[src/rtl/aud_dac_serializer.sv]
// ---------------------------------------------------------------------------
// aud_dac_serializer
//   I2S transmitter running in the codec bit-clock domain. Accepts signed
//   playback samples over a valid/ready handshake, holds at most one sample
//   in reserve, and serializes each sample MSB-first into both the left and
//   right slots of one DACLRCK frame. Each slot has a one-bit delay after
//   the LRCK edge.
//
// Ports
//   i_clk         bit clock (codec BCLK); all logic on the rising edge
//   i_rst         synchronous active-high reset
//   i_en          playback enable
//   i_daclrck     codec DACLRCK (0 = left slot, 1 = right slot)
//   i_dac_data    DATA_W-bit sample from the DSP
//   i_dac_valid   i_dac_data is valid
//   o_dac_ready   holding register can accept a sample
//   o_aud_dacdat  serial DAC data
//   o_underrun    one-cycle pulse: a frame started with no sample available
// ---------------------------------------------------------------------------
module aud_dac_serializer #(
    parameter int DATA_W = 16
) (
    input  logic              i_clk,
    input  logic              i_rst,
    input  logic              i_en,
    input  logic              i_daclrck,
    input  logic [DATA_W-1:0] i_dac_data,
    input  logic              i_dac_valid,
    output logic              o_dac_ready,
    output logic              o_aud_dacdat,
    output logic              o_underrun
);

    // Bit counter runs 0..DATA_W while bits go out and parks at DATA_W+1.
    localparam int              CNT_W    = $clog2(DATA_W + 2);
    localparam logic [CNT_W-1:0] CNT_BITS = CNT_W'(DATA_W);
    localparam logic [CNT_W-1:0] CNT_SAT  = CNT_W'(DATA_W + 1);

    logic              lrck_q;
    logic              hold_full;
    logic [DATA_W-1:0] hold;
    logic [DATA_W-1:0] frame_smp;
    logic [DATA_W-1:0] shift;
    logic [CNT_W-1:0]  cnt;
    logic              run;
    logic              dat_q;
    logic              und_q;

    logic              left_start;
    logic              right_start;
    logic              lr_edge;
    logic              xfer;
    logic              hold_ld;
    logic              hold_full_nxt;
    logic [DATA_W-1:0] frame_nxt;
    logic              und_nxt;

    assign left_start  = lrck_q & ~i_daclrck;
    assign right_start = ~lrck_q & i_daclrck;
    assign lr_edge     = left_start | right_start;

    assign o_dac_ready = i_en & ~hold_full;
    assign xfer        = i_dac_valid & o_dac_ready;
    // On a LEFT_START with an empty holder the incoming sample bypasses
    // straight into the frame register, so the holder is not loaded.
    assign hold_ld     = xfer & ~left_start;

    always_comb begin
        frame_nxt     = frame_smp;
        hold_full_nxt = hold_full;
        und_nxt       = 1'b0;
        if (left_start) begin
            if (i_en && hold_full) begin
                frame_nxt     = hold;
                hold_full_nxt = 1'b0;
            end else if (xfer) begin
                frame_nxt = i_dac_data;
            end else if (i_en) begin
                frame_nxt = '0;
                und_nxt   = 1'b1;
            end else begin
                // Disabled: play silence and drop any stale sample.
                frame_nxt     = '0;
                hold_full_nxt = 1'b0;
            end
        end else if (xfer) begin
            hold_full_nxt = 1'b1;
        end
    end

    always_ff @(posedge i_clk) begin
        if (i_rst) begin
            lrck_q    <= i_daclrck;
            hold_full <= 1'b0;
            hold      <= '0;
            frame_smp <= '0;
            shift     <= '0;
            cnt       <= CNT_SAT;
            run       <= 1'b0;
            dat_q     <= 1'b0;
            und_q     <= 1'b0;
        end else begin
            lrck_q    <= i_daclrck;
            hold_full <= hold_full_nxt;
            frame_smp <= frame_nxt;
            und_q     <= und_nxt;
            if (hold_ld)
                hold <= i_dac_data;
            if (left_start)
                run <= i_en;

            if (lr_edge) begin
                // Delay slot; a right slot replays frame_smp unchanged.
                cnt   <= '0;
                shift <= frame_nxt;
                dat_q <= 1'b0;
            end else begin
                dat_q <= run && (cnt < CNT_BITS) ? shift[DATA_W-1] : 1'b0;
                if (cnt < CNT_BITS)
                    shift <= shift << 1;
                if (cnt != CNT_SAT)
                    cnt <= cnt + CNT_W'(1);
            end
        end
    end

    assign o_aud_dacdat = dat_q;
    assign o_underrun   = und_q;

endmodule

[config.mk]
export PLATFORM = sky130hd
export DESIGN_NAME = aud_dac_serializer
export DESIGN_NICKNAME = d
export VERILOG_FILES = /design/src/rtl/aud_dac_serializer.sv
export SDC_FILE = /design/constraint.sdc
export NUM_CORES = 1
export LEC_CHECK = 0
export CAP_MARGIN = 20
export CORE_ASPECT_RATIO = 1.75
export CORE_MARGIN = 2
export CORE_UTILIZATION = 35
export CTS_BUF_LIST = sky130_fd_sc_hd__clkbuf_4 sky130_fd_sc_hd__clkbuf_8
export CTS_CLUSTER_SIZE = 25
export DETAILED_ROUTE_END_ITERATION = 8
export SLEW_MARGIN = 40
export SYNTH_ARGS = -nofsm -noshare
export SYNTH_HDL_FRONTEND = slang
export SYNTH_SLANG_ARGS = --single-unit
[constraint.sdc]
create_clock -name i_clk -period 1.9 [get_ports i_clk]
set_input_delay 0.57 -clock i_clk [delete_from_list [all_inputs] [get_ports i_clk]]
set_output_delay 0.57 -clock i_clk [all_outputs]
set_load 0.02 [all_outputs]
# Word level (Yosys, flattened, before mapping)
# Cells that the tools add are included.
# W data, S select, Z words.
# word_totals
ff_bits	58
latch_bits	0
ramBits	0
rom_bits	0
input_bits	21
wordCells	48
n_memories	0
# classes
add_sub_neg	1
mul	0
n_div	0
magnitude_cmp	1
n_eq_ne	3
shift	0
mux	13
bitwise_logic	11
reduce_logical	9
# ops
operator	count
$mux W16	5
$mux W5	2
$mux W1	6
$reduce_bool A2 Y1	3
$add A5 B1 Y5 const B	1
$and A1 B1 Y1	5
$lt A5 B5 Y1 const B	1
$ne A5 B5 Y1 const B	1
$not A1 Y1	5
$reduce_or A4 Y1	1
$ne A3 B1 Y1 const B	1
$ne A3 B2 Y1 const B	1
$reduce_and A3 Y1	1
$reduce_or A3 Y1	1
$logic_and A1 B1 Y1	2
$reduce_or A2 Y1	1
$or A1 B1 Y1	1

# Logic depth before layout (Yosys ltp)
# logic_depth
ltp_word	7
mapped_depth	8

# Least setup slack after synthesis
# Ideal clock, no wire load.
# synth_timing
path_type	input-to-reg
startpoint	in i_daclrck
endpoint	reg shift[10]
arrival_time_ns	1.524
setup_slack_ns	0.238
cell_stages	5
cell_sequence	inv_1 ha_1 nand2b_1 buf_1 o32ai_1
# synth_between
elab_chain_len	4
word_cells_on_any_way	7
classes_between	2 x mux; 4 x bitwise; 1 x reduce/logical
# synth_rtl
item	line_no	text
start, declared	26	input logic i_daclrck,
$not A1 Y1	58	assign left_start = lrck_q & ~i_daclrck;
$and A1 B1 Y1	58	
$mux W16 / $or A1 B1 Y1 (equally long branches)	72, 60	
$mux W16 / $reduce_bool A2 Y1 (equally long branches)	--	
end signal, assigned	115	shift <= frame_nxt;
end signal, assigned	120	shift <= shift << 1;
end, declared	43	logic [DATA_W-1:0] shift;
# Several ways; a longest one is shown, not always the timed one.
# A chain may end at the register's enable or synchronous reset.

# Final worst setup path
# layout_timing
startpoint	in i_daclrck
endpoint	reg shift[6]
# The elaborated chain is that of the path after synthesis.

==> results.sh <==
export IMPL_min_period_ns=1.81
export IMPL_critPathLaunchType="input pin"
export IMPL_p_leak_nw=1.22
export IMPL_ant_nets=0
export IMPL_synthCells=269
export IMPL_criticalPathCategory="in2reg"
export IMPL_clock_latency_ns=0.34
export IMPL_htreeDepth=3
export IMPL_outcome="finished, final reports clean"
export IMPL_synth_top_area_share_pct=44.5
export IMPL_num_antenna_cells=0
export IMPL_area_growth_pct=21.7
export IMPL_seqPwrFrac_pct=47.7
export IMPL_synth_main_ff_cell="dfxtp_1"
export IMPL_place_area_sq_um=2980
export IMPL_netlist_area_sq_um=2610
export IMPL_clk_path_buf_depth=2
export IMPL_ys_top_cells_by_count="58 x dfxtp_1, 35 x nand2_1, 19 x nor2_1, 15 x nor2b_1, 14 x nor3_1"
export IMPL_layout_drive_gt1_share_pct=23.3
export IMPL_register_area_sq_um=1160
export IMPL_drc=0
export IMPL_drtIter0Drc=86
export IMPL_power_switching_w=0.000727
export IMPL_slew_violations=0
export IMPL_dieHeight_microns=118
export IMPL_grt_pass1_vias=2131
export IMPL_synth_most_common_cell="dfxtp_1"
export IMPL_worstHoldPathType="reg2reg"
export IMPL_crit_path_end_kind="register"
export IMPL_path_max_fanout=17
export IMPL_swShare_pct=26.3
export IMPL_cts_made_buffers=9
export IMPL_core_area_sq_um=7230
export IMPL_ys_seq_area_share_pct=44.5
export IMPL_yosys_area_top_type="dfxtp_1"
export IMPL_firstDrtPassIters=4
export IMPL_root_buffer="clkbuf_8"
export IMPL_fmax_mhz=553
export IMPL_place_port_buffers=23
export IMPL_intPower_w=0.00204
export IMPL_placedCellCount=384
export IMPL_ys_ff_latch=58
export IMPL_skew_ns=0.00897
export IMPL_viasPerCell=5.31
export IMPL_synthDistinctLibCells=41
export IMPL_grt_max_degree=37
export IMPL_hold_viol_final=0
export IMPL_track_usage_pct=15.7
export IMPL_place_gp_congestion=0.831
export IMPL_dp_hpwl_microns=4170
export IMPL_stdcell_count=399
export IMPL_clk_pin_slew_ns=0.06
export IMPL_cts_sinks=58
export IMPL_grt_ovfl_total=0
export IMPL_synth_area_leaders="dfxtp_1 44%, nand2_1 5.0%, mux2i_1 4.6%"
export IMPL_cp_slowest_stage_delay_ns=0.41
export IMPL_fin_crit_sh_pct=95.1
export IMPL_io_pins=24
export IMPL_vdd_ir_drop_max_uv=452
export IMPL_timing_slew_headroom_pct=71.0
export IMPL_grt_pass1_wl_microns=10100
export IMPL_routedWlPerCell_microns=15.0
export IMPL_async_reset_ff_share_pct=0
export IMPL_multi_input_area_sq_um=1280
export IMPL_initial_core_util_pct=36.1
export IMPL_worst_slack_ns=0.0924
export IMPL_cp_required_ns=2.14
export IMPL_ctsHoldBuffers=0
export IMPL_crit_chain="clkdlybuf4s50_1 > inv_1 > ha_2 > buf_4 > buf_4 > nor2_1 > o32ai_1"
export IMPL_critPathMostFrequentCell="buf_4"
export IMPL_clockPowerShare_pct=37.6
export IMPL_drv_cap=0
export IMPL_comb_power_share_pct=14.7
export IMPL_grt_antenna_before_repair=0
export IMPL_tightest_slew_ns=0.434
export IMPL_design_area_sq_um=3180
export IMPL_fillers=723
export IMPL_arrival_ns=2.05
export IMPL_path_buf_inv=4
export IMPL_std_cell_rows=41
export IMPL_synth_edff_count=0
export IMPL_die_area_sq_um=8200
export IMPL_setup_viol=0
export IMPL_syn_area_per_cell_sq_um=9.71
export IMPL_drt_wl_total_microns=5990
export IMPL_post_cts_setup_buffers=0
export IMPL_critical_path_top_delay_family="buffers and inverters"
export IMPL_power_density_nw_per_um2=870
export IMPL_synth_warnings=0
export IMPL_place_ws_ns=-0.491
export IMPL_synth_nets=293
export IMPL_nets=333
export IMPL_dieWidth_microns=69.3
export IMPL_cts_tree="yes"
export IMPL_cp_slowest_cell="clkdlybuf4s50_1"
export IMPL_vias=2119
==> tightest hold or removal path, stage by stage (launching register included) <==
cell     delay, ns
dfxtp_1       0.32
nand2_1       0.06
nor3_1        0.04
==> placed cells by master, fill, tap and decap left out, types with 2 or more instances in the layout <==
master and n:
dfxtp_1 58, nand2_1 35, buf_4 29, clkdlybuf4s50_1 21, nor2_1 19, nor2b_1 15
nor3_1 14, a21oi_1 12, mux2i_1 12, clkbuf_8 11, a21oi_2 10, o32ai_1 10
a221oi_1 7, a221oi_2 5, and3b_1 4, a211oi_1 4, nand3_1 4, mux2_2 4
inv_1 3, a32oi_1 3, nand4bb_1 2, xor2_1 2, a21o_1 2, o21ai_0 2
xnor2_1 2, o32ai_2 2, ha_1 2, clkbuf_4 2
==> state kept, by name (all words and copies together) (netlist names) <==
| name | flops |
|---|---|
| frame_smp | 16 |
| shift | 16 |
| o_aud_dacdat | 1 |
| cnt | 5 |
| lrck_q | 1 |
| hold | 16 |
| o_underrun | 1 |
| hold_full | 1 |
| run | 1 |
==> final timing paths <==
kind	endpoint	cells past startpoint	slack [ns]	startpoint
worst max-delay path	shift[6]$_SDFFE_PP0P_	7	0.09	i_daclrck
worst min-delay path	o_aud_dacdat$_SDFF_PP0_	2	0.46	run$_SDFFE_PP0N_
worst min register to register	o_aud_dacdat$_SDFF_PP0_	2	0.46	run$_SDFFE_PP0N_
worst max register to register	shift[4]$_SDFFE_PP0P_	5	0.40	hold_full$_SDFFE_PP0P_
==> final cells by class <==
class,count,share of cell area (%)
Sequential cell,58,36.5
Tap cell,86,3.39
Clock buffer,13,5.24
Clock inverter,2,0.394
Multi-Input combinational cell,185,40.2
Inverter,4,0.551
Timing Repair Buffer,51,13.7
==> routing by layer <==
metal,part of all wire (%),wire length [microns],GRT usage [%],vias to the layer above
met5,0,0,0,-
met4,2.1,123,7.84,0
met3,3.1,184,3.75,8
met2,52,3140,27.1,37
met1,42,2540,17.7,1038
li1,-,-,-,1036
==> cell families after synthesis <==
family / Yosys count / synth area share, %
AO/OA/AOI/OAI: 60 / 19.5
XOR/XNOR: 4 / 1.34
buffers and inverters: 26 / 7.47
flip-flops: 58 / 44.5
adder cells (fa/ha/maj): 3 / 1.44
AND/OR/NAND/NOR: 102 / 19.5
multiplexers: 16 / 6.32
==> through the flow <==
stage / util (%) / total power [W] / hold WS, ns / setup TNS [ns]
2_1_floorplan: - / 0.00161 / 0.414 / 0
3_3_place_gp: 41.2 / 0.00174 / 0.439 / -12.71
3_5_place_dp: 41.2 / 0.00175 / 0.449 / -13.23
4_1_cts: 43.7 / 0.00278 / 0.457 / 0
5_1_grt: 43.9 / 0.00289 / 0.476 / -0.0107
6_report: 43.9 / 0.00277 / 0.458 / 0
==> power by group through the flow <==
| stage | Sequential, W | Clock [W] | Combinational, W |
|---|---|---|---|
| after CTS | 0.00132 | 0.00106 | 0.000405 |
| after global routing | 0.00133 | 0.00111 | 0.000450 |
| after global placement | 0.00135 | 0 | 0.000398 |
| final | 0.00132 | 0.00104 | 0.000408 |
| after detailed placement | 0.00135 | 0 | 0.000403 |
| after floorplan | 0.00133 | 0 | 0.000280 |
==> what timing repair did <==
item | CTS | global route
pin swaps | 0 | 0
setup endpoints to repair | 2 | 28
resized for setup | 7 | 6
Note: power is estimated with default switching activity, not from simulation.
